<file path="config.mk">
export PLATFORM = sky130hd
export DESIGN_NAME = axi_wr_burst_sched
export DESIGN_NICKNAME = d
export VERILOG_FILES = /design/src/rtl/axi_wr_burst_sched.sv
export SDC_FILE = /design/constraint.sdc
export NUM_CORES = 1
export LEC_CHECK = 0
export CAP_MARGIN = 20
export CORE_AREA = 5 5 149 151
export CTS_CLUSTER_SIZE = 14
export DETAILED_ROUTE_END_ITERATION = 8
export DIE_AREA = 0 0 154 156
export GPL_TIMING_DRIVEN = 0
export PLACE_DENSITY = 0.82
export SETUP_SLACK_MARGIN = 0.3
export SLEW_MARGIN = 25
export SYNTH_ARGS = -nofsm -noshare
export SYNTH_HDL_FRONTEND = slang
export SYNTH_SLANG_ARGS = --single-unit
</file>
<file path="constraint.sdc">
create_clock -name clk -period 6.1 [get_ports clk]
set_input_delay 0.915 -clock clk [delete_from_list [all_inputs] [get_ports clk]]
set_output_delay 0.915 -clock clk [all_outputs]
set_load 0.05 [all_outputs]
</file>
<file path="src/rtl/axi_wr_burst_sched.sv">
// AXI4 write burst scheduler: splits a byte command into MAX_BURST / 4KB
// bursts and drains the write-data fifo onto AW/W/B once a burst is buffered.
module axi_wr_burst_sched #(
    parameter int DATA_W    = 128,
    parameter int ADDR_W    = 32,
    parameter int LEN_W     = 16,
    parameter int MAX_BURST = 16,
    parameter int CNT_W     = 7
) (
    input  logic                clk,
    input  logic                resetn,
    input  logic                cmd_valid,
    output logic                cmd_ready,
    input  logic [ADDR_W-1:0]   cmd_addr,
    input  logic [LEN_W-1:0]    cmd_len,
    output logic                fifo_rd_en,
    input  logic [DATA_W-1:0]   fifo_dout,
    input  logic [CNT_W-1:0]    fifo_count,
    output logic                awvalid,
    input  logic                awready,
    output logic [ADDR_W-1:0]   awaddr,
    output logic [7:0]          awlen,
    output logic [2:0]          awsize,
    output logic [1:0]          awburst,
    output logic                wvalid,
    input  logic                wready,
    output logic [DATA_W-1:0]   wdata,
    output logic [DATA_W/8-1:0] wstrb,
    output logic                wlast,
    input  logic                bvalid,
    output logic                bready,
    input  logic [1:0]          bresp,
    output logic                done,
    output logic                err
);

    localparam int BYTES = DATA_W / 8;
    localparam int OFF_W = $clog2(BYTES);
    localparam int BW    = LEN_W + 1;
    localparam int SW    = LEN_W + 2;

    localparam logic [2:0] S_IDLE = 3'd0;
    localparam logic [2:0] S_CALC = 3'd1;
    localparam logic [2:0] S_WAIT = 3'd2;
    localparam logic [2:0] S_AW   = 3'd3;
    localparam logic [2:0] S_W    = 3'd4;
    localparam logic [2:0] S_B    = 3'd5;
    localparam logic [2:0] S_DONE = 3'd6;

    logic [2:0]        state;
    logic [ADDR_W-1:0] cur_addr;
    logic [BW-1:0]     remaining;
    logic [BW-1:0]     blen;
    logic [BW-1:0]     beat_cnt;
    logic [OFF_W-1:0]  off;
    logic [OFF_W-1:0]  end_lane;
    logic              first_beat;
    logic              err_acc;

    logic [SW-1:0]     span;
    logic [BW-1:0]     beats_in;
    logic [OFF_W-1:0]  end_in;
    logic [12:0]       pg_beats;
    logic [BW-1:0]     cap;
    logic [BW-1:0]     blen_nx;
    logic              last_cmd_beat;
    logic [BYTES-1:0]  lo_mask;
    logic [BYTES-1:0]  hi_mask;

    // Command geometry and burst length for the current address
    always_comb begin
        span     = SW'(cmd_len) + SW'(cmd_addr[OFF_W-1:0]);
        beats_in = BW'((span + SW'(BYTES - 1)) >> OFF_W);
        end_in   = OFF_W'(span - SW'(1));
        pg_beats = 13'(4096 / BYTES) - 13'(cur_addr[11:OFF_W]);
        cap      = (remaining < BW'(MAX_BURST)) ? remaining : BW'(MAX_BURST);
        blen_nx  = (BW'(pg_beats) < cap) ? BW'(pg_beats) : cap;
    end

    // Scheduler FSM and burst bookkeeping
    always_ff @(posedge clk) begin
        if (!resetn) begin
            state      <= S_IDLE;
            cur_addr   <= '0;
            remaining  <= '0;
            blen       <= '0;
            beat_cnt   <= '0;
            off        <= '0;
            end_lane   <= '0;
            first_beat <= 1'b0;
            err_acc    <= 1'b0;
        end else begin
            unique case (state)
                S_IDLE: begin
                    if (cmd_valid) begin
                        cur_addr   <= cmd_addr;
                        off        <= cmd_addr[OFF_W-1:0];
                        remaining  <= beats_in;
                        end_lane   <= end_in;
                        first_beat <= 1'b1;
                        err_acc    <= 1'b0;
                        state      <= (cmd_len == '0) ? S_DONE : S_CALC;
                    end
                end
                S_CALC: begin
                    blen     <= blen_nx;
                    beat_cnt <= '0;
                    state    <= S_WAIT;
                end
                S_WAIT: begin
                    if (BW'(fifo_count) >= blen)
                        state <= S_AW;
                end
                S_AW: begin
                    if (awready)
                        state <= S_W;
                end
                S_W: begin
                    if (wready) begin
                        first_beat <= 1'b0;
                        beat_cnt   <= beat_cnt + BW'(1);
                        if (wlast)
                            state <= S_B;
                    end
                end
                S_B: begin
                    if (bvalid) begin
                        err_acc   <= err_acc | (bresp != 2'b00);
                        cur_addr  <= {cur_addr[ADDR_W-1:OFF_W]
                                      + (ADDR_W-OFF_W)'(blen),
                                      {OFF_W{1'b0}}};
                        remaining <= remaining - blen;
                        state     <= (remaining == blen) ? S_DONE : S_CALC;
                    end
                end
                S_DONE: begin
                    err_acc <= 1'b0;
                    state   <= S_IDLE;
                end
                default: state <= S_IDLE;
            endcase
        end
    end

    // AXI channel outputs decoded from state
    always_comb begin
        cmd_ready     = (state == S_IDLE);
        awvalid       = (state == S_AW);
        awaddr        = cur_addr;
        awlen         = 8'(blen - BW'(1));
        awsize        = 3'(OFF_W);
        awburst       = 2'b01;
        wvalid        = (state == S_W);
        wdata         = fifo_dout;
        wlast         = wvalid && (beat_cnt == blen - BW'(1));
        last_cmd_beat = wlast && (remaining == blen);
        lo_mask       = {BYTES{1'b1}} << off;
        hi_mask       = {BYTES{1'b1}} >> (OFF_W'(BYTES - 1) - end_lane);
        wstrb         = {BYTES{1'b1}};
        if (first_beat)
            wstrb = wstrb & lo_mask;
        if (last_cmd_beat)
            wstrb = wstrb & hi_mask;
        fifo_rd_en    = wvalid && wready;
        bready        = (state == S_B);
        done          = (state == S_DONE);
        err           = done && err_acc;
    end

endmodule

</file>
==> flow_metrics.tcl <==
set metrics [dict create \
    status "complete, no violations" \
    worstSetupEndpointType "output pin" \
    seqCellArea_mm2 0.00192 \
    cts_hold_buffers 0 \
    multi_input_area_mm2 0.00566 \
    fmax_mhz 180 \
    slowest_delay_ns 0.72 \
    relSlewSlack 0.387 \
    cap_violations 0 \
    syn2layout_area_growth_pct 35.7 \
    leakage_nw 4.91 \
    pin_count 388 \
    synth_top_area_share 0.215 \
    first_pass_iters 8 \
    hold-path-endpoint "awaddr[3]$_SDFFE_PN0P_" \
    clock_path_buffers 2 \
    grt_pass1_vias 9344 \
    synth_cell_types 78 \
    worst-path-buf-inv 2 \
    synth_top_family_by_area "simple AND/OR/NAND/NOR gates" \
    clockPowerShare 0.162 \
    drt-total-wl_mm 31.3 \
    grt_setup_unrepaired "no" \
    critPathLaunchType "flip-flop" \
    htreeDepth 3 \
    hold_viol_final 0 \
    synth_ff_type "dfxtp_1" \
    place_hpwl_mm 25.2 \
    yosysMostFrequentCell "buf_4" \
    hold_class "reg -> reg" \
    timing.final.ws_setup_ns 0.529 \
    grt_usage 0.242 \
    clk_pin_slew_ns 0.08 \
    synthAdderAreaFrac 0.0851 \
    place_inst 1719 \
    r2r_end "state[0]$_SDFFE_PN0P_" \
    yosysWarnings 0 \
    synth_common_cells "buf_4, nand2_1, dfxtp_1, nor2_1, a21oi_1" \
    dieArea_mm2 0.0240 \
    post_drt_wl_per_cell_um 18.1 \
    seqPwrFrac 0.223 \
    drt-met1-wl_mm 12.1 \
    place_ws_ns 0.966 \
    fin_crit_sh 0.913 \
    ir_drop_uv 174 \
    diodes 0 \
    hold_depth 2 \
    layout-drive-gt1-share 0.114 \
    grt_max_degree 17 \
    slowest_stage "clkdlybuf4s50_1" \
    row_count 53 \
    worst-r2r-setup-slack_ns 2.69 \
    wl_met2_mm 14.7 \
    internal_power_mw 1.88 \
    synthMuxAreaShare 0.00448 \
    worstSetupPathType "reg -> out" \
    synth_edf_count 0 \
    powerDensity_mw_per_mm2 300 \
    yosys.area.top_type "dfxtp_1" \
    drtIter0Drc 623 \
    antenna_left 0 \
    p_switching_mw 1.75 \
    synth_compound_area_frac 0.230 \
    syn_avg_cell_area_um2 7.55 \
    fin_nets 1705 \
    arrival_ns 4.66 \
    synth_xor_area_frac 0.0789 \
    worstRegToRegCells 9 \
    hp-start "awaddr[3]$_SDFFE_PN0P_" \
    ctsResizeCount 0 \
    worst_slew_pin_slew_ns 0.919 \
    required_ns 5.18 \
    fin_skew_ns 0.0177 \
    portBuffers 252 \
    die_y_um 156 \
    gp_congestion 0.975 \
    vias 9809 \
    grt_overflow 0 \
    synthTopCellsByArea "dfxtp_1, buf_4, ha_1, xnor2_1, a21oi_1" \
    worstPathCellList "inv_1 > ha_1 > or3b_2 > nor4_4 > a21oi_1 > or4_4 > a2111oi_2 > nand4_2 > nor3_2 > a21oi_1 > clkdlybuf4s50_1" \
    cp_max_fo 7 \
    nFillCells 1928 \
    crit_top_cell "a21oi_1" \
    setup_violations 0 \
    core_mm2 0.0207 \
    drc 0 \
    cts_tree "built" \
    wl_met3_mm 3.82 \
    synthArstFlopShare 0 \
    synthCells 1185 \
    cts_buffers 9 \
    cts-root-buf "clkbuf_16" \
    grt_antenna_before_repair 0 \
    clk_latency_ns 0.37 \
    post-cts-setup-buffers 0 \
    ys_seq_area_frac 0.215 \
    period_minus_slack_ns 5.57 \
    drv_slew 0 \
    fin_util 0.586 \
    grt_pass1_wl_mm 47.9 \
    netlist_area_mm2 0.00894 \
    top_layer "met4" \
    synth_simple_gate_area_share 0.231 \
    die_x_um 154 \
    ys_ff_latch 96 \
    combPwrFrac 0.615 \
    initial_core_util 0.432 \
    r2r-start "blen[1]$_SDFFE_PN0P_" \
    crit_family "simple AND/OR/NAND/NOR gates" \
    numClockSinks 96 \
    vias_per_cell 5.65 \
    fin_cells 1735 \
    tns_ns 0 \
    p_sw_frac 0.482 \
]
==> sequential cells by signal (all words and copies together) (netlist names) <==
| register | cells |
|---|---|
| beat_cnt | 17 |
| end_lane | 4 |
| awaddr | 32 |
| err_acc | 1 |
| blen | 17 |
| state | 3 |
| first_beat | 1 |
| off | 4 |
| remaining | 17 |
==> worst max-delay path by stage <==
| stage | from | endpoint | depth (start not counted) |
|---|---|---|---|
| finish | blen[1]$_SDFFE_PN0P_ | wstrb[2] | 11 |
| global route | blen[1]$_SDFFE_PN0P_ | wstrb[1] | 11 |
| CTS | blen[1]$_SDFFE_PN0P_ | wstrb[1] | 11 |
| detailed placement | blen[1]$_SDFFE_PN0P_ | wstrb[2] | 11 |
| global placement | blen[1]$_SDFFE_PN0P_ | wstrb[2] | 11 |
| floorplan | blen[0]$_SDFFE_PN0P_ | wstrb[1] | 10 |
==> metrics by stage <==
| step | hold slack [ns] | power (mW) | cell area [µm²] |
|---|---|---|---|
| after CTS | 0.484 | 3.62 | 12100 |
| after floorplan | 0.451 | 2.41 | 8970 |
| final | 0.472 | 3.64 | 12100 |
| after detailed placement | 0.454 | 3.03 | 11800 |
| after global placement | 0.441 | 3.00 | 11800 |
| after global routing | 0.510 | 3.84 | 12100 |
==> tightest hold or removal path: cells and delay by family (launching register included) <==
family             cells  cell delay, ns
DFF                    1            0.31
AOI/OAI and AO/OA      1            0.06
and+or+nand+nor        1            0.05
==> layer usage <==
layer | global-route usage | up-vias
li1 | - | 4690
met1 | 0.297 | 4504
met2 | 0.404 | 560
met3 | 0.0746 | 55
met4 | 0.0841 | 0
met5 | 0 | -
==> cells by family (layout without fill, tap and decap cells) <==
kind of cell | after synthesis | in the layout
buffers and inverters | 234 | 502
adders and majority gates | 59 | 59
muxes | 4 | 4
and+or+nand+nor | 403 | 403
DFF | 96 | 96
other | 2 | 9
AOI/OAI and AO/OA | 308 | 308
xor gates and xnor gates | 79 | 79
==> layout make-up <==
class | instances | share of cell area
clock inverter | 5 | 0.00526
inverter | 44 | 0.0136
tap | 275 | 0.0284
timing repair buffer | 252 | 0.208
sequential | 96 | 0.158
multi-input combinational | 862 | 0.466
buffer | 190 | 0.101
clock buffer | 11 | 0.0192
==> cell usage in the layout (no fill, tap or decap), types with 19 or more instances in the layout <==
cell,synthesis,routed
nand2_1,107,107
ha_1,56,56
and3_1,24,24
clkbuf_1,51,53
inv_1,44,44
clkdlybuf4s50_1,0,252
o21ai_0,59,59
buf_4,133,133
nand4_1,22,22
nand3_1,43,43
xor2_1,31,31
dfxtp_1,96,96
xnor2_1,47,47
a21oi_1,82,82
a21o_1,26,26
nor3_1,19,19
nor2_1,90,90
==> power groups by stage <==
| stage | registers (mW) | clock network [mW] | logic [mW] |
|---|---|---|---|
| 2_1_floorplan | 0.907 | 0 | 1.50 |
| 3_3_place_gp | 0.821 | 0 | 2.18 |
| 3_5_place_dp | 0.822 | 0 | 2.21 |
| 4_1_cts | 0.808 | 0.591 | 2.22 |
| 5_1_grt | 0.822 | 0.615 | 2.40 |
| 6_report | 0.813 | 0.588 | 2.24 |
No activity file was read; power rests on OpenSTA's default activity.
